===== src/rtl/led_seq_pkg.sv =====
// Shared constants for the LED pattern sequencer: FSM encodings, register
// map, CTRL/STATUS bit positions and the LED count of the driven core.
package led_seq_pkg;

  localparam int LED_COUNT = 4;
  localparam logic [1:0] SUB_LAST = 2'(LED_COUNT - 1);

  localparam logic [1:0] ST_IDLE  = 2'd0;
  localparam logic [1:0] ST_LOAD  = 2'd1;
  localparam logic [1:0] ST_HOLD  = 2'd2;
  localparam logic [1:0] ST_BLANK = 2'd3;

  localparam logic [4:0] ADDR_CTRL      = 5'h00;
  localparam logic [4:0] ADDR_STATUS    = 5'h01;
  localparam logic [4:0] ADDR_NUM_STEPS = 5'h02;

  // addr[4:3] selects the register group
  localparam logic [1:0] REGION_MISC     = 2'b00;
  localparam logic [1:0] REGION_PATTERN  = 2'b01;
  localparam logic [1:0] REGION_DURATION = 2'b10;

  localparam int CTRL_RUN_BIT  = 0;
  localparam int CTRL_LOOP_BIT = 1;

  // Number of table steps actually walked: 0 behaves as 1, anything above
  // the table depth is clamped to the depth.
  function automatic logic [3:0] effective_steps(input logic [3:0] num,
                                                 input logic [3:0] depth);
    if (num == 4'd0) begin
      return 4'd1;
    end else if (num > depth) begin
      return depth;
    end else begin
      return num;
    end
  endfunction

endpackage


===== src/rtl/led_pattern_sequencer_ms_tick_gen.sv =====
// Millisecond tick generator: free-running divider with a synchronous clear
// so a hold period can start counting from a known phase.
module ms_tick_gen #(
  parameter int CLKS_PER_MS = 100000
) (
  input  logic clk,
  input  logic reset,
  input  logic clear,
  output logic tick
);

  localparam int CW = (CLKS_PER_MS > 1) ? $clog2(CLKS_PER_MS) : 1;
  localparam logic [CW-1:0] LAST = CW'(CLKS_PER_MS - 1);

  logic [CW-1:0] count;

  // Divider counter, wraps at CLKS_PER_MS-1 and restarts on clear
  always_ff @(posedge clk or posedge reset) begin
    if (reset) begin
      count <= '0;
    end else if (clear) begin
      count <= '0;
    end else if (count == LAST) begin
      count <= '0;
    end else begin
      count <= count + CW'(1);
    end
  end

  assign tick = (count == LAST);

endmodule


===== src/rtl/led_pattern_sequencer.sv =====
// LED pattern sequencer: CPU-programmable table of LED rate steps that is
// replayed into the 4-LED blink-rate core over its register write port.
module led_pattern_sequencer
  import led_seq_pkg::*;
#(
  parameter int DEPTH       = 8,
  parameter int CLKS_PER_MS = 100000,
  parameter int RATE_SCALE  = 10
) (
  input  logic        clk,
  input  logic        reset,
  input  logic        cs,
  input  logic        read,
  input  logic        write,
  input  logic [4:0]  addr,
  input  logic [31:0] wr_data,
  output logic [31:0] rd_data,
  output logic        m_cs,
  output logic        m_write,
  output logic [4:0]  m_addr,
  output logic [31:0] m_wr_data
);

  localparam int IDX_W = (DEPTH > 1) ? $clog2(DEPTH) : 1;
  localparam logic [31:0] SCALE = 32'(RATE_SCALE);

  // programmer-visible state
  logic        ctrl_run;
  logic        ctrl_loop;
  logic [3:0]  num_steps;
  logic [31:0] pattern  [DEPTH];
  logic [15:0] duration [DEPTH];

  // sequencer state
  logic [1:0]  state;
  logic [2:0]  step;
  logic [1:0]  sub;
  logic [15:0] ms_count;
  logic        done;
  logic        restart_pend;

  logic             bus_wr;
  logic             ctrl_wr;
  logic [IDX_W-1:0] table_idx;
  logic             idx_ok;
  logic             pat_wr;
  logic             dur_wr;
  logic             run_eff;
  logic             restart_eff;
  logic [3:0]       n_eff;
  logic             last_step;
  logic [31:0]      cur_pattern;
  logic [15:0]      cur_duration;
  logic [15:0]      dur_eff;
  logic             hold_done;
  logic [7:0]       rate_field;
  logic [31:0]      rate_scaled;
  logic             tick;
  logic             tick_clear;
  logic             fsm_clear_run;
  logic             unused_inputs;

  // reads never have side effects, so the strobe itself carries no meaning
  assign unused_inputs = read;

  assign bus_wr    = cs & write;
  assign ctrl_wr   = bus_wr && (addr == ADDR_CTRL);
  assign table_idx = addr[IDX_W-1:0];
  assign idx_ok    = ({29'd0, addr[2:0]} < 32'(DEPTH));
  assign pat_wr    = bus_wr && (addr[4:3] == REGION_PATTERN) && idx_ok;
  assign dur_wr    = bus_wr && (addr[4:3] == REGION_DURATION) && idx_ok;

  // A CTRL write in the same cycle as a decision point is honoured at once,
  // so the FSM looks at the incoming value rather than the stale register.
  assign run_eff     = ctrl_wr ? wr_data[CTRL_RUN_BIT] : ctrl_run;
  assign restart_eff = restart_pend | (ctrl_wr & wr_data[CTRL_RUN_BIT]);

  assign n_eff     = effective_steps(num_steps, 4'(DEPTH));
  assign last_step = (({1'b0, step} + 4'd1) >= n_eff);

  assign cur_pattern  = pattern[step[IDX_W-1:0]];
  assign cur_duration = duration[step[IDX_W-1:0]];
  assign dur_eff      = (cur_duration == 16'd0) ? 16'd1 : cur_duration;
  assign hold_done    = (({1'b0, ms_count} + 17'd1) >= {1'b0, dur_eff});

  assign rate_field  = cur_pattern[{sub, 3'b000} +: 8];
  assign rate_scaled = {24'd0, rate_field} * SCALE;

  // restart the ms phase on the last LOAD cycle so HOLD begins at count 0
  assign tick_clear    = (state == ST_LOAD) && (sub == SUB_LAST);
  assign fsm_clear_run = (state == ST_BLANK) && (sub == SUB_LAST) && !restart_eff;

  ms_tick_gen #(
    .CLKS_PER_MS(CLKS_PER_MS)
  ) u_tick (
    .clk  (clk),
    .reset(reset),
    .clear(tick_clear),
    .tick (tick)
  );

  // CPU register file; a CPU CTRL write beats the FSM's end-of-run clear
  always_ff @(posedge clk or posedge reset) begin
    if (reset) begin
      ctrl_run  <= 1'b0;
      ctrl_loop <= 1'b0;
      num_steps <= 4'd0;
      for (int i = 0; i < DEPTH; i++) begin
        pattern[i]  <= 32'd0;
        duration[i] <= 16'd0;
      end
    end else begin
      if (ctrl_wr) begin
        ctrl_run  <= wr_data[CTRL_RUN_BIT];
        ctrl_loop <= wr_data[CTRL_LOOP_BIT];
      end else if (fsm_clear_run) begin
        ctrl_run <= 1'b0;
      end
      if (bus_wr && (addr == ADDR_NUM_STEPS)) begin
        num_steps <= wr_data[3:0];
      end
      if (pat_wr) begin
        pattern[table_idx] <= wr_data;
      end
      if (dur_wr) begin
        duration[table_idx] <= wr_data[15:0];
      end
    end
  end

  // Combinational read mux; unmapped locations return zero
  always_comb begin
    rd_data = 32'd0;
    case (addr[4:3])
      REGION_MISC: begin
        case (addr)
          ADDR_CTRL:      rd_data = {30'd0, ctrl_loop, ctrl_run};
          ADDR_STATUS:    rd_data = {23'd0, done, 1'b0, step, 3'd0, (state != ST_IDLE)};
          ADDR_NUM_STEPS: rd_data = {28'd0, num_steps};
          default:        rd_data = 32'd0;
        endcase
      end
      REGION_PATTERN: begin
        if (idx_ok) begin
          rd_data = pattern[table_idx];
        end else begin
          rd_data = 32'd0;
        end
      end
      REGION_DURATION: begin
        if (idx_ok) begin
          rd_data = {16'd0, duration[table_idx]};
        end else begin
          rd_data = 32'd0;
        end
      end
      default: rd_data = 32'd0;
    endcase
  end

  // Sequencer FSM: 4-write LOAD burst, ms HOLD, 4-write BLANK burst
  always_ff @(posedge clk or posedge reset) begin
    if (reset) begin
      state        <= ST_IDLE;
      step         <= 3'd0;
      sub          <= 2'd0;
      ms_count     <= 16'd0;
      done         <= 1'b0;
      restart_pend <= 1'b0;
    end else begin
      case (state)
        ST_IDLE: begin
          restart_pend <= 1'b0;
          if (ctrl_wr && wr_data[CTRL_RUN_BIT]) begin
            state <= ST_LOAD;
            step  <= 3'd0;
            sub   <= 2'd0;
            done  <= 1'b0;
          end
        end
        ST_LOAD: begin
          if (ctrl_wr) begin
            restart_pend <= wr_data[CTRL_RUN_BIT];
          end
          if (sub == SUB_LAST) begin
            sub <= 2'd0;
            if (restart_eff) begin
              step         <= 3'd0;
              restart_pend <= 1'b0;
              done         <= 1'b0;
            end else if (!run_eff) begin
              state <= ST_BLANK;
            end else begin
              state    <= ST_HOLD;
              ms_count <= 16'd0;
            end
          end else begin
            sub <= sub + 2'd1;
          end
        end
        ST_HOLD: begin
          sub <= 2'd0;
          if (restart_eff) begin
            state        <= ST_LOAD;
            step         <= 3'd0;
            restart_pend <= 1'b0;
            done         <= 1'b0;
          end else if (!run_eff) begin
            state <= ST_BLANK;
          end else if (tick) begin
            if (hold_done) begin
              ms_count <= 16'd0;
              if (!last_step) begin
                step  <= step + 3'd1;
                state <= ST_LOAD;
              end else if (ctrl_loop) begin
                step  <= 3'd0;
                state <= ST_LOAD;
              end else begin
                state <= ST_BLANK;
              end
            end else begin
              ms_count <= ms_count + 16'd1;
            end
          end
        end
        ST_BLANK: begin
          if (ctrl_wr) begin
            restart_pend <= wr_data[CTRL_RUN_BIT];
          end
          if (sub == SUB_LAST) begin
            sub <= 2'd0;
            if (restart_eff) begin
              state        <= ST_LOAD;
              step         <= 3'd0;
              restart_pend <= 1'b0;
            end else begin
              state <= ST_IDLE;
              done  <= 1'b1;
            end
          end else begin
            sub <= sub + 2'd1;
          end
        end
        default: begin
          state <= ST_IDLE;
          sub   <= 2'd0;
        end
      endcase
    end
  end

  // Registered LED core write port: one write per LOAD/BLANK cycle
  always_ff @(posedge clk or posedge reset) begin
    if (reset) begin
      m_cs      <= 1'b0;
      m_write   <= 1'b0;
      m_addr    <= 5'd0;
      m_wr_data <= 32'd0;
    end else begin
      case (state)
        ST_LOAD: begin
          m_cs      <= 1'b1;
          m_write   <= 1'b1;
          m_addr    <= {3'd0, sub};
          m_wr_data <= rate_scaled;
        end
        ST_BLANK: begin
          m_cs      <= 1'b1;
          m_write   <= 1'b1;
          m_addr    <= {3'd0, sub};
          m_wr_data <= 32'd0;
        end
        default: begin
          m_cs      <= 1'b0;
          m_write   <= 1'b0;
          m_addr    <= 5'd0;
          m_wr_data <= 32'd0;
        end
      endcase
    end
  end

endmodule


===== config.mk =====
export PLATFORM = sky130hd
export DESIGN_NAME = led_pattern_sequencer
export DESIGN_NICKNAME = d
export VERILOG_FILES = /design/src/rtl/led_seq_pkg.sv /design/src/rtl/led_pattern_sequencer_ms_tick_gen.sv /design/src/rtl/led_pattern_sequencer.sv
export SDC_FILE = /design/constraint.sdc
export NUM_CORES = 1
export LEC_CHECK = 0
export CAP_MARGIN = 10
export CELL_PAD_IN_SITES_DETAIL_PLACEMENT = 0
export CELL_PAD_IN_SITES_GLOBAL_PLACEMENT = 1
export CORE_MARGIN = 2
export CORE_UTILIZATION = 35
export DETAILED_ROUTE_END_ITERATION = 8
export MAX_ROUTING_LAYER = met4
export PLACE_DENSITY_LB_ADDON = 0.08
export REMOVE_ABC_BUFFERS = 1
export SYNTH_ARGS = -nofsm -noshare
export SYNTH_HDL_FRONTEND = slang
export SYNTH_SLANG_ARGS = --single-unit

===== constraint.sdc =====
create_clock -name clk -period 14.8 [get_ports clk]
set_input_delay 1.48 -clock clk [delete_from_list [all_inputs] [get_ports clk]]
set_output_delay 1.48 -clock clk [all_outputs]
set_load 0.05 [all_outputs]

==> results.txt <==
run status = completed
post-synthesis register bit count = 446
max_slew headroom = 0.308
fillers = 6327
Tightest Hold Check Type = flip-flop to flip-flop
Reg area = 0.0112 mm²
Iteration-0 DRC Markers = 1065
Routed Antenna Nets = 0
worst slew pin tran = 1040 ps
Internal Power = 2500 µW
Switching Fraction = 0.312
gr ovfl total = 0
vias in the first global route = 16900
syn avg cell area = 13.3 µm²
max-slew violations = 0
Worst-Skew Late Latency = 640 ps
# rows = 95
Post-route DRC = 0
critical path data arrival time = 5910 ps
worst IR drop on VDD = 0.103 mV
core box area = 0.0674 mm²
Seq/Total Area, Yosys = 0.466
CP max stage delay = 940 ps
prevailing post-synth register cell = dfrtp_1
Post-synth ARST share = 1.00
Min Hold Slack = 497 ps
Via density = 5.84
CP Data Required Time = 13320 ps
area leader, netlist = dfrtp_1
die area = 0.0705 mm²
CTS Hold Buffers Added = 0
layout cells sized above 1 = 0.349
pwr/cell area = 134 mW/mm²
All-Layer GR Usage = 0.227
Num CTS Buffers = 54
Layout Skew = 22.8 ps
synthesized netlist cell count = 1794
clock group share of total power = 0.360
critical path type = input port to output port
combinational share of power = 0.216
Cell variety after synth = 76
die width = 265 µm
multi-input logic area = 0.0120 mm²
Final #Nets = 1922
endpoints failing setup = 0
Tmin final = 7390 ps
maxcap violations = 0
Post-synth EDFFs = 0
Post-CTS Setup Bufs = 0
HPWL Detailed = 44500 µm
Seq pwr share = 0.424
GP Congestion = 0.784
clk buf depth = 3
Synth Cell Area = 0.0239 mm²
# port buffers = 87
initial antenna violation count = 2
CP Cell Sequence = clkdlybuf4s50_1 > buf_4 > clkinv_1 > nor3_4 > buf_4 > a22oi_1 > a31oi_1 > a31oi_1 > o21ai_0 > clkdlybuf4s50_1
CP max-delay cell = clkdlybuf4s50_1
global-route wire length before repair = 116000 µm
crit share post-route = 0.500
Hold Violations, Final = 0
Max Fclk = 0.135 GHz
Post-Route WL = 77500 µm
CP Capture Type = output port
Synth top area share = 0.466
P&R area growth vs syn = 13.6%
drt first pass iters = 5
crit-path max FO = 43
Routed WL per cell = 28.2 µm
Post-Route Setup TNS = 0 ps
Critical Path Source Type = input port
Die H = 265 µm
post-CTS sizing = 0
Area contributors post-synth = dfrtp_1 (47%), mux2_2 (19%), mux4_2 (9.1%)
CTS root buf = clkbuf_16
clock slew at reported path FFs = 60 ps
RSZ-0062 raised after global routing = no
Initial Util = 0.355
largest net degree at the start of global routing = 167
Psw = 1130 µW
routed vias = 16100
warning count from the yosys run = 0
IO Count = 113
htree depth = 2
P_leak = 0.0115 µW
CTS tree = done
CTS Sinks = 446
==> per-layer routing <==
metal	track usage	wire length [µm]	vias to the layer above	part of all wire
li1	-	-	6961	-
met1	0.296	34400	8584	0.44
met2	0.370	37800	394	0.49
met3	0.0300	3340	124	0.043
met4	0.0669	1970	0	0.025
met5	-	0	-	0
==> synth_stat cells, types with 4 or more instances <==
master    count
a221oi_1     15
o21a_1        4
and4_1        5
nand2b_1      6
o211ai_1      4
ha_1         41
nor3_1        8
a21oi_1      29
mux2i_1      31
nor2b_1       9
xnor2_1      14
buf_2        45
buf_6         5
buf_4        29
o22ai_1      13
nand2_1      58
nor2_2        8
and3_1       11
mux4_1       17
inv_1        21
a31oi_1       6
nand4_1      25
clkbuf_1     63
buf_1        11
nor2_1       49
a22o_1       27
mux4_2       97
and2_1       12
mux2_2      406
a22oi_1     141
nand3_1      30
dfrtp_1     446
xor2_1       15
o21ai_0      20
a41oi_1      15
==> cell type report <==
cell class,count,share of cell area
Antenna cell,1,0.0000920
Clock buffer,85,0.0580
Clock inverter,9,0.00451
Inverter,23,0.00345
Multi-Input combinational cell,1189,0.441
Sequential cell,446,0.411
Tap cell,873,0.0402
Timing Repair Buffer,124,0.0423
==> per-stage QoR <==
step,total power [µW],std cells,setup slack (ps),area [µm²],util
2_1_floorplan,2060,1658,891,23100,-
3_3_place_gp,2340,2655,7450,25500,0.378
3_5_place_dp,2350,2655,7470,25500,0.378
4_1_cts,3680,2749,7450,27200,0.403
5_1_grt,3810,2750,7300,27200,0.403
6_report,3630,2750,7410,27200,0.403
==> worst max-delay path: cells and delay by family <==
kind / cells / cell delay [ps]
AOI/OAI and AO/OA: 4 / 1030
buffers and inverters: 5 / 3010
and+or+nand+nor: 1 / 340
==> cells in the final DEF, fill, tap and decap left out, types with 36 or more instances in the layout <==
master / synthesis / final
a22oi_1: 141 / 141
buf_4: 29 / 36
clkbuf_16: 0 / 54
clkdlybuf4s50_1: 0 / 85
dfrtp_1: 446 / 443
ha_1: 41 / 41
mux2_2: 406 / 406
mux4_2: 97 / 97
nand2_1: 58 / 57
nor2_1: 49 / 41
==> sequential cells by signal, indices dropped and copies added (netlist names) <==
| register | cells |
|---|---|
| pattern | 256 |
| duration | 128 |
| u_tick.count | 17 |
| ms_count | 16 |
| m_wr_data | 11 |
| num_steps | 4 |
| step | 3 |
| m_addr | 2 |
| state | 2 |
| sub | 2 |
| ctrl_loop | 1 |
| ctrl_run | 1 |
| done | 1 |
| m_write | 1 |
| restart_pend | 1 |
==> power groups by stage <==
stage / Clock [µW] / Combinational (µW) / Sequential [µW]
floorplan: 0 / 484 / 1580
global placement: 0 / 784 / 1550
detailed placement: 0 / 791 / 1560
CTS: 1340 / 795 / 1540
global route: 1390 / 850 / 1560
finish: 1310 / 784 / 1540
==> path summary, 6_finish.rpt <==
kind                                endpoint  slack [ps]  cells after the start  startpoint
worst max-delay path              rd_data[4]        7410                     10     addr[0]
worst min-delay path               m_addr[1]         500                      1      sub[1]
worst max register to register  ms_count[12]        8520                     13     step[0]
worst min register to register     m_addr[1]         500                      1      sub[1]
max in group asynchronous            step[0]       11000                      4       reset
min in group asynchronous       pattern[126]        1320                      2       reset
==> logic make-up (layout without fill, tap and decap cells) <==
kind of cell,count (synthesis),in the layout,share of synthesized area
muxes,552,552,0.315
DFF,446,446,0.466
AOI/OAI and AO/OA,300,300,0.0927
and+or+nand+nor,242,242,0.0527
buffers and inverters,182,241,0.0402
adders and majority gates,42,42,0.0223
xor gates and xnor gates,29,29,0.0106
other,1,25,0.000157
Note: power is estimated with default switching activity, not from simulation.
